<file path="src/rtl/re_mapper_multi_sym_if.sv">
// Bus bundle for the multi-symbol RE mapper: configuration, DMRS memory
// read port, data stream handshake, grid write port and status.
interface re_mapper_multi_sym_if #(
  parameter int DATA_W = 18,
  parameter int DMRS_W = 9,
  parameter int SC_W   = 11,
  parameter int DA_W   = 12
);
  logic                     Start;
  logic [SC_W-1:0]          N_sc;
  logic [6:0]               N_rb;
  logic [3:0]               Sym_Start;
  logic [3:0]               Sym_End;
  logic [13:0]              Dmrs_Mask;
  logic                     Comb_Off;
  logic signed [DMRS_W-1:0] Dmrs_I;
  logic signed [DMRS_W-1:0] Dmrs_Q;
  logic signed [DATA_W-1:0] Data_I;
  logic signed [DATA_W-1:0] Data_Q;
  logic                     Data_Valid;
  logic                     Data_Ready;
  logic [DA_W-1:0]          DMRS_addr;
  logic                     Wr_en;
  logic [3:0]               Wr_sym;
  logic [SC_W-1:0]          Wr_sc;
  logic signed [DATA_W-1:0] RE_Real;
  logic signed [DATA_W-1:0] RE_Imj;
  logic                     Busy;
  logic                     Sym_Done;
  logic                     RE_Done;
  logic                     Cfg_Err;

  modport master (
    output Start, N_sc, N_rb, Sym_Start, Sym_End, Dmrs_Mask, Comb_Off,
    output Dmrs_I, Dmrs_Q, Data_I, Data_Q, Data_Valid,
    input  Data_Ready, DMRS_addr, Wr_en, Wr_sym, Wr_sc, RE_Real, RE_Imj,
    input  Busy, Sym_Done, RE_Done, Cfg_Err
  );

  modport slave (
    input  Start, N_sc, N_rb, Sym_Start, Sym_End, Dmrs_Mask, Comb_Off,
    input  Dmrs_I, Dmrs_Q, Data_I, Data_Q, Data_Valid,
    output Data_Ready, DMRS_addr, Wr_en, Wr_sym, Wr_sc, RE_Real, RE_Imj,
    output Busy, Sym_Done, RE_Done, Cfg_Err
  );
endinterface

</file>
<file path="src/rtl/re_mapper_multi_sym.sv">
// PUSCH RE mapper: writes one slot symbol by symbol into the grid, comb-2 DMRS
// on masked symbols and backpressured stream data elsewhere.
module re_mapper_multi_sym #(
  parameter int DATA_W     = 18,
  parameter int DMRS_W     = 9,
  parameter int DMRS_SHIFT = 0,
  parameter int N_GRID     = 1200,
  parameter int SC_W       = 11,
  parameter int DA_W       = 12
) (
  input  logic                  CLK_RE,
  input  logic                  RST_RE,
  re_mapper_multi_sym_if.slave  bus
);

  typedef enum logic [1:0] {IDLE = 2'd0, MAP_DMRS = 2'd1, MAP_DATA = 2'd2, DONE = 2'd3} state_t;

  state_t state_q, state_d;
  logic   start_q, start_d;

  logic [SC_W-1:0] n_sc_q, n_sc_d;
  logic [6:0]      n_rb_q, n_rb_d;
  logic [3:0]      sym_start_q, sym_start_d;
  logic [3:0]      sym_end_q, sym_end_d;
  logic [13:0]     mask_q, mask_d;
  logic            comb_q, comb_d;

  logic [3:0]      sym_q, sym_d;
  logic [SC_W-1:0] k_q, k_d;
  logic [DA_W-1:0] addr_q, addr_d;

  logic                     wr_en_q, wr_en_d;
  logic [3:0]               wr_sym_q, wr_sym_d;
  logic [SC_W-1:0]          wr_sc_q, wr_sc_d;
  logic signed [DATA_W-1:0] re_real_q, re_real_d;
  logic signed [DATA_W-1:0] re_imj_q, re_imj_d;
  logic                     busy_q, busy_d;
  logic                     sym_done_q, sym_done_d;
  logic                     re_done_q, re_done_d;
  logic                     cfg_err_q, cfg_err_d;

  logic [SC_W:0]            rb12, span;
  logic                     cfg_bad, last_k, adv;
  logic [3:0]               sym_nxt;
  logic signed [DATA_W-1:0] dm_i, dm_q;

  // One bit of headroom keeps N_sc + 12*N_rb from wrapping past the grid check.
  always_comb begin
    rb12    = (SC_W+1)'(n_rb_q) * (SC_W+1)'(12);
    span    = {1'b0, n_sc_q} + rb12;
    cfg_bad = (n_rb_q == 7'd0) || (sym_start_q > sym_end_q) ||
              (sym_end_q > 4'd13) || (span > (SC_W+1)'(N_GRID));
    last_k  = ({1'b0, k_q} == (rb12 - (SC_W+1)'(1)));
    sym_nxt = sym_q + 4'd1;
    dm_i    = DATA_W'(bus.Dmrs_I) <<< DMRS_SHIFT;
    dm_q    = DATA_W'(bus.Dmrs_Q) <<< DMRS_SHIFT;
  end

  always_comb begin
    state_d     = state_q;
    start_d     = 1'b0;
    n_sc_d      = n_sc_q;
    n_rb_d      = n_rb_q;
    sym_start_d = sym_start_q;
    sym_end_d   = sym_end_q;
    mask_d      = mask_q;
    comb_d      = comb_q;
    sym_d       = sym_q;
    k_d         = k_q;
    addr_d      = addr_q;
    wr_en_d     = 1'b0;
    wr_sym_d    = sym_q;
    wr_sc_d     = n_sc_q + k_q;
    re_real_d   = '0;
    re_imj_d    = '0;
    sym_done_d  = 1'b0;
    re_done_d   = 1'b0;
    cfg_err_d   = 1'b0;
    adv         = 1'b0;

    case (state_q)
      IDLE: begin
        // Configuration is latched on Start and judged one cycle later.
        if (start_q) begin
          if (cfg_bad) begin
            cfg_err_d = 1'b1;
          end else begin
            sym_d   = sym_start_q;
            k_d     = '0;
            addr_d  = '0;
            state_d = mask_q[sym_start_q] ? MAP_DMRS : MAP_DATA;
          end
        end else if (bus.Start) begin
          start_d     = 1'b1;
          n_sc_d      = bus.N_sc;
          n_rb_d      = bus.N_rb;
          sym_start_d = bus.Sym_Start;
          sym_end_d   = bus.Sym_End;
          mask_d      = bus.Dmrs_Mask;
          comb_d      = bus.Comb_Off;
        end
      end
      MAP_DMRS: begin
        adv     = 1'b1;
        wr_en_d = 1'b1;
        if (k_q[0] == comb_q) begin
          re_real_d = dm_i;
          re_imj_d  = dm_q;
          addr_d    = addr_q + DA_W'(1);
        end
      end
      MAP_DATA: begin
        if (bus.Data_Valid) begin
          adv       = 1'b1;
          wr_en_d   = 1'b1;
          re_real_d = bus.Data_I;
          re_imj_d  = bus.Data_Q;
        end
      end
      DONE: begin
        re_done_d = 1'b1;
        state_d   = IDLE;
      end
      default: state_d = IDLE;
    endcase

    // Symbol boundary is taken in the same cycle as the last write: no gap.
    if (adv) begin
      if (last_k) begin
        sym_done_d = 1'b1;
        k_d        = '0;
        if (sym_q == sym_end_q) begin
          state_d = DONE;
        end else begin
          sym_d   = sym_nxt;
          state_d = mask_q[sym_nxt] ? MAP_DMRS : MAP_DATA;
        end
      end else begin
        k_d = k_q + SC_W'(1);
      end
    end

    busy_d = (state_d != IDLE);
  end

  always_ff @(posedge CLK_RE) begin
    if (!RST_RE) begin
      state_q     <= IDLE;
      start_q     <= 1'b0;
      n_sc_q      <= '0;
      n_rb_q      <= '0;
      sym_start_q <= '0;
      sym_end_q   <= '0;
      mask_q      <= '0;
      comb_q      <= 1'b0;
      sym_q       <= '0;
      k_q         <= '0;
      addr_q      <= '0;
      wr_en_q     <= 1'b0;
      wr_sym_q    <= '0;
      wr_sc_q     <= '0;
      re_real_q   <= '0;
      re_imj_q    <= '0;
      busy_q      <= 1'b0;
      sym_done_q  <= 1'b0;
      re_done_q   <= 1'b0;
      cfg_err_q   <= 1'b0;
    end else begin
      state_q     <= state_d;
      start_q     <= start_d;
      n_sc_q      <= n_sc_d;
      n_rb_q      <= n_rb_d;
      sym_start_q <= sym_start_d;
      sym_end_q   <= sym_end_d;
      mask_q      <= mask_d;
      comb_q      <= comb_d;
      sym_q       <= sym_d;
      k_q         <= k_d;
      addr_q      <= addr_d;
      wr_en_q     <= wr_en_d;
      wr_sym_q    <= wr_sym_d;
      wr_sc_q     <= wr_sc_d;
      re_real_q   <= re_real_d;
      re_imj_q    <= re_imj_d;
      busy_q      <= busy_d;
      sym_done_q  <= sym_done_d;
      re_done_q   <= re_done_d;
      cfg_err_q   <= cfg_err_d;
    end
  end

  assign bus.Data_Ready = (state_q == MAP_DATA);
  assign bus.DMRS_addr  = addr_q;
  assign bus.Wr_en      = wr_en_q;
  assign bus.Wr_sym     = wr_sym_q;
  assign bus.Wr_sc      = wr_sc_q;
  assign bus.RE_Real    = re_real_q;
  assign bus.RE_Imj     = re_imj_q;
  assign bus.Busy       = busy_q;
  assign bus.Sym_Done   = sym_done_q;
  assign bus.RE_Done    = re_done_q;
  assign bus.Cfg_Err    = cfg_err_q;

endmodule

</file>
<file path="src/flat_wrapper.sv">
// flat-port wrapper written by rule: the top's interface ports become plain ports
module re_mapper_multi_sym_flat 
#(
  parameter int DATA_W     = 18,
  parameter int DMRS_W     = 9,
  parameter int DMRS_SHIFT = 0,
  parameter int N_GRID     = 1200,
  parameter int SC_W       = 11,
  parameter int DA_W       = 12
)
  (CLK_RE, RST_RE, bus_Start, bus_N_sc, bus_N_rb, bus_Sym_Start, bus_Sym_End, bus_Dmrs_Mask, bus_Comb_Off, bus_Dmrs_I, bus_Dmrs_Q, bus_Data_I, bus_Data_Q, bus_Data_Valid, bus_Data_Ready, bus_DMRS_addr, bus_Wr_en, bus_Wr_sym, bus_Wr_sc, bus_RE_Real, bus_RE_Imj, bus_Busy, bus_Sym_Done, bus_RE_Done, bus_Cfg_Err);
  re_mapper_multi_sym_if #(.DATA_W(DATA_W), .DMRS_W(DMRS_W), .SC_W(SC_W), .DA_W(DA_W)) bus_i ();
  input  logic CLK_RE;
  input  logic RST_RE;
  input wire logic [$bits(bus_i.Start)-1:0] bus_Start;
  input wire logic [$bits(bus_i.N_sc)-1:0] bus_N_sc;
  input wire logic [$bits(bus_i.N_rb)-1:0] bus_N_rb;
  input wire logic [$bits(bus_i.Sym_Start)-1:0] bus_Sym_Start;
  input wire logic [$bits(bus_i.Sym_End)-1:0] bus_Sym_End;
  input wire logic [$bits(bus_i.Dmrs_Mask)-1:0] bus_Dmrs_Mask;
  input wire logic [$bits(bus_i.Comb_Off)-1:0] bus_Comb_Off;
  input wire logic [$bits(bus_i.Dmrs_I)-1:0] bus_Dmrs_I;
  input wire logic [$bits(bus_i.Dmrs_Q)-1:0] bus_Dmrs_Q;
  input wire logic [$bits(bus_i.Data_I)-1:0] bus_Data_I;
  input wire logic [$bits(bus_i.Data_Q)-1:0] bus_Data_Q;
  input wire logic [$bits(bus_i.Data_Valid)-1:0] bus_Data_Valid;
  output wire logic [$bits(bus_i.Data_Ready)-1:0] bus_Data_Ready;
  output wire logic [$bits(bus_i.DMRS_addr)-1:0] bus_DMRS_addr;
  output wire logic [$bits(bus_i.Wr_en)-1:0] bus_Wr_en;
  output wire logic [$bits(bus_i.Wr_sym)-1:0] bus_Wr_sym;
  output wire logic [$bits(bus_i.Wr_sc)-1:0] bus_Wr_sc;
  output wire logic [$bits(bus_i.RE_Real)-1:0] bus_RE_Real;
  output wire logic [$bits(bus_i.RE_Imj)-1:0] bus_RE_Imj;
  output wire logic [$bits(bus_i.Busy)-1:0] bus_Busy;
  output wire logic [$bits(bus_i.Sym_Done)-1:0] bus_Sym_Done;
  output wire logic [$bits(bus_i.RE_Done)-1:0] bus_RE_Done;
  output wire logic [$bits(bus_i.Cfg_Err)-1:0] bus_Cfg_Err;
  assign bus_i.Start = bus_Start;
  assign bus_i.N_sc = bus_N_sc;
  assign bus_i.N_rb = bus_N_rb;
  assign bus_i.Sym_Start = bus_Sym_Start;
  assign bus_i.Sym_End = bus_Sym_End;
  assign bus_i.Dmrs_Mask = bus_Dmrs_Mask;
  assign bus_i.Comb_Off = bus_Comb_Off;
  assign bus_i.Dmrs_I = bus_Dmrs_I;
  assign bus_i.Dmrs_Q = bus_Dmrs_Q;
  assign bus_i.Data_I = bus_Data_I;
  assign bus_i.Data_Q = bus_Data_Q;
  assign bus_i.Data_Valid = bus_Data_Valid;
  assign bus_Data_Ready = bus_i.Data_Ready;
  assign bus_DMRS_addr = bus_i.DMRS_addr;
  assign bus_Wr_en = bus_i.Wr_en;
  assign bus_Wr_sym = bus_i.Wr_sym;
  assign bus_Wr_sc = bus_i.Wr_sc;
  assign bus_RE_Real = bus_i.RE_Real;
  assign bus_RE_Imj = bus_i.RE_Imj;
  assign bus_Busy = bus_i.Busy;
  assign bus_Sym_Done = bus_i.Sym_Done;
  assign bus_RE_Done = bus_i.RE_Done;
  assign bus_Cfg_Err = bus_i.Cfg_Err;
  re_mapper_multi_sym #(.DATA_W(DATA_W), .DMRS_W(DMRS_W), .DMRS_SHIFT(DMRS_SHIFT), .N_GRID(N_GRID), .SC_W(SC_W), .DA_W(DA_W)) u_core (.CLK_RE(CLK_RE), .RST_RE(RST_RE), .bus(bus_i));
endmodule
</file>
<file path="config.mk">
export PLATFORM = sky130hd
export DESIGN_NAME = re_mapper_multi_sym_flat
export DESIGN_NICKNAME = d
export VERILOG_FILES = /design/src/rtl/re_mapper_multi_sym_if.sv /design/src/rtl/re_mapper_multi_sym.sv /design/src/flat_wrapper.sv
export SDC_FILE = /design/constraint.sdc
export NUM_CORES = 1
export LEC_CHECK = 0
export CORE_UTILIZATION = 50
export CTS_BUF_LIST = sky130_fd_sc_hd__clkbuf_8 sky130_fd_sc_hd__clkbuf_16
export DETAILED_ROUTE_END_ITERATION = 8
export GPL_ROUTABILITY_DRIVEN = 0
export PLACE_DENSITY = 0.81
export SYNTH_ARGS = -nofsm -noshare
export SYNTH_HDL_FRONTEND = slang
export SYNTH_SLANG_ARGS = --single-unit
export TNS_END_PERCENT = 50
</file>
<file path="constraint.sdc">
create_clock -name CLK_RE -period 6 [get_ports CLK_RE]
set_clock_uncertainty 0.05 [all_clocks]
set_input_delay 0.9 -clock CLK_RE [delete_from_list [all_inputs] [get_ports CLK_RE]]
set_output_delay 0.9 -clock CLK_RE [all_outputs]
set_load 0.01 [all_outputs]
</file>
==> impl.org, run 1 <==
** Run status
- Outcome :: complete, no violations

** Yosys
- Mapped Nets :: slightly above 900
- Summing every instance area after synthesis gives approximately 6600 µm².
- Gate count of the mapped netlist :: between 700 and 800
- Number of distinct library cell variants in the gate-level netlist after synthesis :: 74
- Yosys warns :: 0
- The synthesized netlist devotes about a fifth of its cell area to simple gates.
- Per-instance average area after synthesis :: 8.49 µm²
- For this run, the register share of the synthesized area comes to between 30% and 40%.
- Main combinational cell family by area after synthesis :: simple AND/OR/NAND/NOR gates
- Summing the areas of all compound-gate instances in the mapped netlist gives a little under 20% of the synthesized area.
- After synthesis, the share of flip-flops with an asynchronous set or reset is 0%.
- Most used flip-flop cell after synthesis :: dfxtp_1
- Adder and majority cell fraction of the synthesized area :: between 8 and 9%
- Multiplexer share of the synthesized area :: under 10%
- Area share of xor/xnor cells in the synthesized design :: under 10%
- In this run, synthesis inferred 0 flip-flops with an integrated enable.
- The synthesized design contains roughly 130 register bits.

** STA
- Hold is met by 0.420 ns.
- Tightest Pin Transition :: 0.862 ns
- Setup_tns :: 0 ns
- Highest Clock Rate :: 222 MHz
- Shortest clock period the worst path allows after layout :: around 4.5 ns
- Headroom to the max-slew limit came out at between 40% and 50%.
- The number of slew-limit violations in the final report was 0.
- Unrepaired setup endpoints after global routing :: no
- Number of endpoints with negative hold slack in the final report :: 0
- The worst path uses approximately 75% of the clock period.
- Final setup viols :: 0
- Post-route worst setup slack :: ~1.5 ns

** Placed design
- HPWL after DPL :: around 12,000 µm
- Worst slack, placed :: approximately 1.6 ns
- Number of buffers inserted by port buffering :: 167
- The placed instances occupy a cell area of 8370 µm².

** Global route
- GR Overflow Total :: 0
- Global routing consumed, over all layers together, around a quarter of the routing resources.
- Number of antenna violations at the first check in global routing :: 0
- The via count of the first global-routing pass came to roughly 5,500.
- Entering global routing, the biggest net connects 43 pins.
- The first global-routing pass estimated 26,900 µm of wire.

** Clock network
- TritonCTS clock tree :: yes
- CTS saw around 130 sinks.
- For this design, the CTS-stage hold fixing added 0 buffers.
- Counting the buffers created by CTS gives 17.
- Buffers inserted by post-CTS timing repair :: 0
- Max clock buf depth :: 2
- The clock tree synthesis step divided the H-tree into 4 levels.
- Worst-skew pair later-pin latency :: between 0.4 and 0.5 ns
- Post-cts sizing count :: 0
- In this run the clock root is driven by a clkbuf_16.
- Clock transition at the register clock pins on the worst setup and hold paths after CTS :: about 0.06 ns

** Critical path
- Worst EP arrival :: approximately 4.7 ns
- Critical path fanouts, max :: 11
- The worst setup path is captured at a register.
- In this design, the stage delay of the slowest critical-path cell is between 0.6 and 0.7 ns.
- Ordered cell list for the critical path :: ha_1 -> fa_1 -> a211o_1 -> and3_1 -> nor3_1 -> inv_1 -> ha_1 -> a21oi_1 -> o311ai_0 -> a21o_1 -> a211oi_2 -> a21oi_1 -> or2_1 -> o21ai_1 -> nor2_1
- The worst setup path is launched from a register.
- Req. time, crit path :: approximately 6.2 ns
- Cell with the largest stage delay on the worst path :: o21ai_1
- Counting both buffers and inverters, the worst setup path holds a total of 1.
- Kind of critical path :: reg2reg
- The kind of cell with the highest combined delay along the critical path is compound AO/OA/AOI/OAI gates.

** Final layout
- In the final design database the tool counted roughly 1,100 nets.
- From synthesis to final layout, the design area changed by 36.6%.
- Fraction of layout cells with a size suffix above 1 :: ~6.5%
- Design area :: between 8000 and 9000 µm²
- Most frequent standard cell in the layout excluding fill and tap cells :: clkdlybuf4s50_1
- Total inserted antenna cells :: 0
- Most frequent cells in the layout :: clkdlybuf4s50_1 (167), nand2_1 (130), dfxtp_1 (127), a21oi_1 (91), nor2_1 (59)

** Floorplan
- Number of core rows :: 41
- The core region is around 13,000 µm².
- Pin placement for this block handled 168 I/O pins.
- Width of the chip :: approximately 120 µm
- The floorplan step set the die height to ~120 µm.
- Initial Util :: between 50 and 60%
- Die Outline Area :: approximately 14,000 µm²

** Power and ir drop
- VDD IR-drop max :: 160 µV
- Power spread over the standard cell area amounts to around 280 nW/µm².
- Standby leakage power :: 3.41 nW

** Run
- Number of maximum-capacitance violations :: 0

** Route
- Post-route DRC violation count :: 0
- Iteration count of the initial detailed-routing pass :: 5
- Total wire length :: ~17,000 µm
- After detailed routing, the average wire length per cell comes to 15.2 µm.
- After detailed routing, the number of vias per cell comes to around 5.4.
- For this block, the initial DRC count from the detailed router was ~430.
- Once detail routing completed, the nets flagged for antenna violations numbered 0.
- The final route contains slightly above 6,000 vias.

** Worst hold path
- Path class of the lowest-slack min-delay path :: reg2reg
[where the power goes]
part / internal [mW] / total (mW) / switching (mW)
Combinational: 0.230 / 0.496 / 0.267
Sequential: 0.881 / 0.918 / 0.0375
Clock: 0.675 / 1.06 / 0.386
[worst paths after layout]
check	depth (start not counted)	startpoint	slack [ns]	end
setup reg to reg	15	u_core.n_rb_q[0]	1.51	u_core.bus.DMRS_addr[1]
setup / recovery	15	u_core.n_rb_q[0]	1.51	u_core.bus.DMRS_addr[1]
hold reg to reg	2	u_core.mask_q[6]	0.42	u_core.mask_q[6]
hold / removal	2	u_core.mask_q[6]	0.42	u_core.mask_q[6]
[final cells by class]
cell class	count	area [µm²]
sequential	127	2540
fill	1025	3740
tap	172	215
timing repair buffer	173	1720
clock buffer	19	453
multi-input combinational	582	3780
inverter	31	116
clock inverter	13	159
[per-stage QoR]
step                power [mW]  instances  util [%]
floorplan                 1.26        774         -
global placement          1.42       1085      65.8
detailed placement        1.43       1085      65.8
CTS                       2.48       1117      70.6
global route              2.58       1117      70.6
finish                    2.47       1117      70.6
[synthesized netlist by cell type (all sizes together), types with 2 or more instances]
cell type,count,area [µm²]
xor2,10,87.6
mux4,6,135
nand2b,9,56.3
a221o,3,30.0
a211oi,8,82.6
clkbuf,28,105
and2,10,62.6
or3,5,31.3
mux2i,7,70.1
o211ai,3,22.5
or2,3,18.8
o32a,2,20.0
a21boi,3,22.5
o2bb2ai,3,26.3
inv,30,113
nand4,5,31.3
nor2,59,221
nor3b,5,53.8
nand2,131,494
o41ai,2,25.0
o22ai,5,31.3
fa,3,60.1
nand3,18,95.1
a21oi,93,473
a22oi,16,120
a211o,5,43.8
nor2b,8,50.1
and3,9,56.3
a2111oi,2,17.5
a221oi,2,17.5
buf,6,32.5
o21ai,21,105
nor4,6,37.5
a21o,11,82.6
ha,42,526
o32ai,2,17.5
xnor2,30,263
dfxtp,127,2540
o221ai,2,23.8
nor3,9,45.0
o311ai,2,17.5
a31oi,5,31.3
[registers in the layout, indices dropped and copies added (netlist names), 2 cells and up]
| signal | cells |
|---|---|
| u_core.bus.Wr_sc | 11 |
| u_core.bus.RE_Imj | 18 |
| u_core.bus.RE_Real | 18 |
| u_core.k_q | 11 |
| u_core.sym_start_q | 4 |
| u_core.sym_end_q | 4 |
| u_core.state_q | 2 |
| u_core.bus.DMRS_addr | 12 |
| u_core.n_rb_q | 7 |
| u_core.n_sc_q | 11 |
| u_core.sym_q | 4 |
| u_core.bus.Wr_sym | 4 |
| u_core.mask_q | 14 |
[worst reg2reg max path, cell delays in order, from the launching register on]
cell      delay, ns
dfxtp_1        0.35
ha_1           0.25
fa_1           0.44
a211o_1        0.35
and3_1         0.18
nor3_1         0.28
inv_1          0.10
ha_1           0.24
a21oi_1        0.13
o311ai_0       0.12
a21o_1         0.22
a211oi_2       0.27
a21oi_1        0.21
or2_1          0.35
o21ai_1        0.68
nor2_1         0.12
[logic make-up after synthesis]
| group | Yosys count |
|---|---|
| XOR/XNOR | 41 |
| buffers and inverters | 65 |
| AO/OA/AOI/OAI | 199 |
| multiplexers | 14 |
| flip-flops | 127 |
| adder cells (fa/ha/maj) | 45 |
| AND/OR/NAND/NOR | 283 |
[per-layer routing]
| layer | vias to the layer above | part of all wire, % | global-route usage, % |
|---|---|---|---|
| li1 | 3038 | - | - |
| met1 | 2781 | 43 | 31.9 |
| met2 | 194 | 47 | 42.4 |
| met3 | 33 | 7.1 | 6.07 |
| met4 | 0 | 2.3 | 11.3 |
| met5 | - | 0 | 0 |
Note: power is estimated with default switching activity, not from simulation.
==> inputs of run 2 (changes only) <==
--- a/config.mk
+++ b/config.mk
@@ -5,11 +5,11 @@
 export SDC_FILE = /design/constraint.sdc
 export NUM_CORES = 1
 export LEC_CHECK = 0
-export CORE_UTILIZATION = 50
+export CORE_UTILIZATION = 45
 export CTS_BUF_LIST = sky130_fd_sc_hd__clkbuf_8 sky130_fd_sc_hd__clkbuf_16
 export DETAILED_ROUTE_END_ITERATION = 8
 export GPL_ROUTABILITY_DRIVEN = 0
-export PLACE_DENSITY = 0.81
+export PLACE_DENSITY = 0.77
 export SYNTH_ARGS = -nofsm -noshare
 export SYNTH_HDL_FRONTEND = slang
 export SYNTH_SLANG_ARGS = --single-unit
==> constraint.sdc (replaced) <==
create_clock -name CLK_RE -period 3.6 [get_ports CLK_RE]
set_clock_uncertainty 0.05 [all_clocks]
set_input_delay 0.54 -clock CLK_RE [delete_from_list [all_inputs] [get_ports CLK_RE]]
set_output_delay 0.54 -clock CLK_RE [all_outputs]
set_load 0.01 [all_outputs]
==> impl.org, run 2 (synthesis results as in run 1) <==
** Run status
- Outcome :: finished, violations left
- Violated checks :: setup timing

** STA
- The worst relative slew slack was 46.1% (+3.9 points).
- Unrepaired setup endpoints after global routing :: yes
- The final critical path time including I/O delays and setup is 3.79 ns (-0.704 ns).
- Period utilisation layout :: 105% (+30 points)
- The timing-limited maximum frequency is 264 MHz (+19%).
- The slew of the pin with the lowest slew margin came to 0.800 ns (-0.0618 ns).
- Post-route worst setup slack :: -0.191 ns (-1.70 ns)
- The final hold violation count came to 0 (unchanged).
- Count of pins over their slew limit :: 0 (unchanged)
- The setup-violating endpoint count in the final report was 30 (+30).

** Final layout
- Layout Area Growth over Synthesis :: 51.9%
- Post-layout utilization of the core :: 71.1% (+0.53 points)
- In the layout the commonest cells are clkdlybuf4s50_1 (167), nand2_1 (129), dfxtp_1 (123), a21oi_1 (79), buf_4 (50).
- The antenna diode count came to 0 (unchanged).
- The share of cells above drive strength 1 was 18.4% (+12 points).
- Total number of nets in the final design :: 1,130 (+5.0%)
- The library cell used most frequently in the layout, excluding fill and tap cells, is clkdlybuf4s50_1.
- Final Instance Count excl. Fillers :: 1,178 (+5.5%)

** Floorplan
- Core area :: 14,000 µm² (+10%)
- Die Outline Area :: 15,100 µm² (+11%)
- Initial Util :: 46.8% (-4.9 points)
- The I/O pin count came to 168 (unchanged).
- The number of rows in the core area was 43 (+4.9%).
- Die H :: 123 µm (+5.3%)
- Width of the chip :: 123 µm (+5.3%)

** Global route
- Total global-route track usage :: 24.0% (-1.7 points)
- The largest net degree at the start of global routing was 38 (-12%).
- GR met3 Demand/Resource :: 4.97% (-1.1 points)
- Met1 layer usage reported by global route :: 28.2% (-3.7 points)
- Via count of the first global-routing pass :: 5,806 (+4.9%)
- Wire length of the first global-routing pass :: 28,000 µm (+4.1%)
- Number of antenna violations at the first check in global routing :: 0 (unchanged)
- In this run the most used layer during global routing was met2.
- Fraction of met2 tracks used by global routing :: 41.9% (-0.59 points)
- GR Overflow Total :: 0 (unchanged)

** Route
- The overall routed net length is 19,600 µm (+15%).
- Post-route DRC violation count :: 0 (unchanged)
- The post-detailed-route count of antenna-violating nets is 0 (unchanged).
- The violation count after the first detailed-route iteration is 520 (+21%).
- The count of TritonRoute iterations in the first routing pass was 5 (unchanged).
- The detail-routed via count per cell is 5.48 (+1.2%).
- The total via count in the routed design came to 6,453 (+6.7%).
- The average routed wire per standard cell was 16.7 µm (+9.5%).

** Critical path
- By startpoint and endpoint, the worst setup path is classified as reg2reg.
- STA classifies the critical path startpoint as a register.
- Worst EP arrival :: 4.05 ns (-0.67 ns)
- The signal on the critical path passes through ha_4 -> buf_6 -> a211oi_4 -> nor2_4 -> o41ai_4 -> inv_1 -> ha_4 -> a21oi_2 -> o311ai_2 -> a21o_1 -> a211oi_4 -> a21oi_2 -> buf_4 -> nor2_4 -> nor2_2 -> a211o_1.
- The maximum fanout encountered on the critical timing path came to 5 (-6).
- Maximum cell stage delay along the critical path :: 0.41 ns (-0.27 ns)
- Endpoint kind of the worst setup timing path :: register
- Cell with the largest stage delay on the worst path :: o41ai_4
- Cell family contributing the most delay on the critical path :: compound AO/OA/AOI/OAI gates
- The critical path buffer and inverter count came to 3 (+2).
- The required time of the worst setup path came to 3.86 ns (-2.36 ns).

** Clock network
- The total clock buffers created by CTS is 17 (unchanged).
- The maximum root-to-sink buffer count is 2 (unchanged).
- Worst-skew pair later-pin latency :: 0.42 ns (about the same)
- The hold buffer count at CTS came to 0 (unchanged).
- H-Tree Depth :: 4 (unchanged)
- Clock sink count :: 127 (unchanged)
- The tree is rooted in a clkbuf_16.
- TritonCTS clock tree :: yes
- Clock transition at the register clock pins on the worst setup and hold paths after CTS :: 0.06 ns (about the same)

** Worst hold path
- Path class of the lowest-slack min-delay path :: reg2reg

** Power and ir drop
- The maximum VDD drop was 450 µV (+180%).
- Pwr/cell area :: 455 nW/µm² (+65%)
- The static leakage came to 3.74 nW (+9.7%).

** Run
- The max-capacitance violation count is 0 (unchanged).

** Placed design
- The number of buffer cells added on primary ports came to 167 (unchanged).
- HPWL after DPL :: 12,700 µm (+3.1%)
- Placed Instances :: 1,131 (+4.2%)
run 2: changes by cell type in the layout (fill, tap and decap cells not counted), moves of 7 or more:
cell     change
buf_6        +9
nor2_1      -12
ha_4         +7
buf_4       +44
a21oi_2      +8
nor2_4       +7
ha_1        -10
a21oi_1     -12
run 2: per-stage QoR:
step	setup slack [ns]	instance area, µm²	setup TNS [ns]	hold WS [ns]	power (mW)
2_1_floorplan	0.00388	6610	0	0.393	2.12
3_3_place_gp	-0.0716	8690	-0.737	0.402	2.45
3_5_place_dp	-0.171	8690	-1.36	0.412	2.46
4_1_cts	0.00464	9410	0	0.422	4.36
5_1_grt	-0.326	9980	-7.64	0.452	4.72
6_report	-0.191	9980	-3.78	0.421	4.55
run 2: repair_timing:
item / in CTS / in global routing
gates cloned: 0 / 1
pin swaps: 3 / 46
buffers inserted: 4 / 11
endpoints found under the setup margin: 28 / 30
gates resized for setup: 11 / 102
run 2: worst min-delay path: stages, from the launching register on:
cell and delay, ns:
dfxtp_1 0.32, nand2_1 0.05, a21oi_1 0.05
run 2: routing by layer:
| metal | wire length (µm) | vias up |
|---|---|---|
| li1 | - | 3141 |
| met1 | 7920 | 3007 |
| met2 | 9860 | 263 |
| met3 | 1290 | 42 |
| met4 | 557 | 0 |
| met5 | 0 | - |
run 2: layout make-up:
cell class                 instances  area (µm²)
sequential                       127        2550
fill                             982        4060
inverter                          31         116
tap                              180         225
multi-input combinational        582        4290
timing repair buffer             227        2160
clock inverter                    10         159
clock buffer                      21         480
run 2: report_power, final:
part	switching, mW	internal, mW	total, mW
Combinational	0.594	0.559	1.15
Clock	0.632	1.23	1.86
Sequential	0.0667	1.47	1.54
Total	1.29	3.25	4.55
run 2: worst paths after layout:
| check | start | to | slack (ns) | cells after the start |
|---|---|---|---|---|
| worst min register to register | u_core.mask_q[5] | u_core.mask_q[5] | 0.42 | 2 |
| worst max register to register | u_core.n_rb_q[1] | u_core.k_q[10] | -0.19 | 16 |
| worst max-delay path | u_core.n_rb_q[1] | u_core.k_q[10] | -0.19 | 16 |
| worst min-delay path | u_core.mask_q[5] | u_core.mask_q[5] | 0.42 | 2 |
==> inputs of run 3 (changes only) <==
--- a/config.mk
+++ b/config.mk
@@ -10,6 +10,7 @@
 export DETAILED_ROUTE_END_ITERATION = 8
 export GPL_ROUTABILITY_DRIVEN = 0
 export PLACE_DENSITY = 0.77
+export SLEW_MARGIN = 10
 export SYNTH_ARGS = -nofsm -noshare
 export SYNTH_HDL_FRONTEND = slang
 export SYNTH_SLANG_ARGS = --single-unit
==> results of run 3 <==
No change in the layout: final DEF, timing and power equal those of run 2.
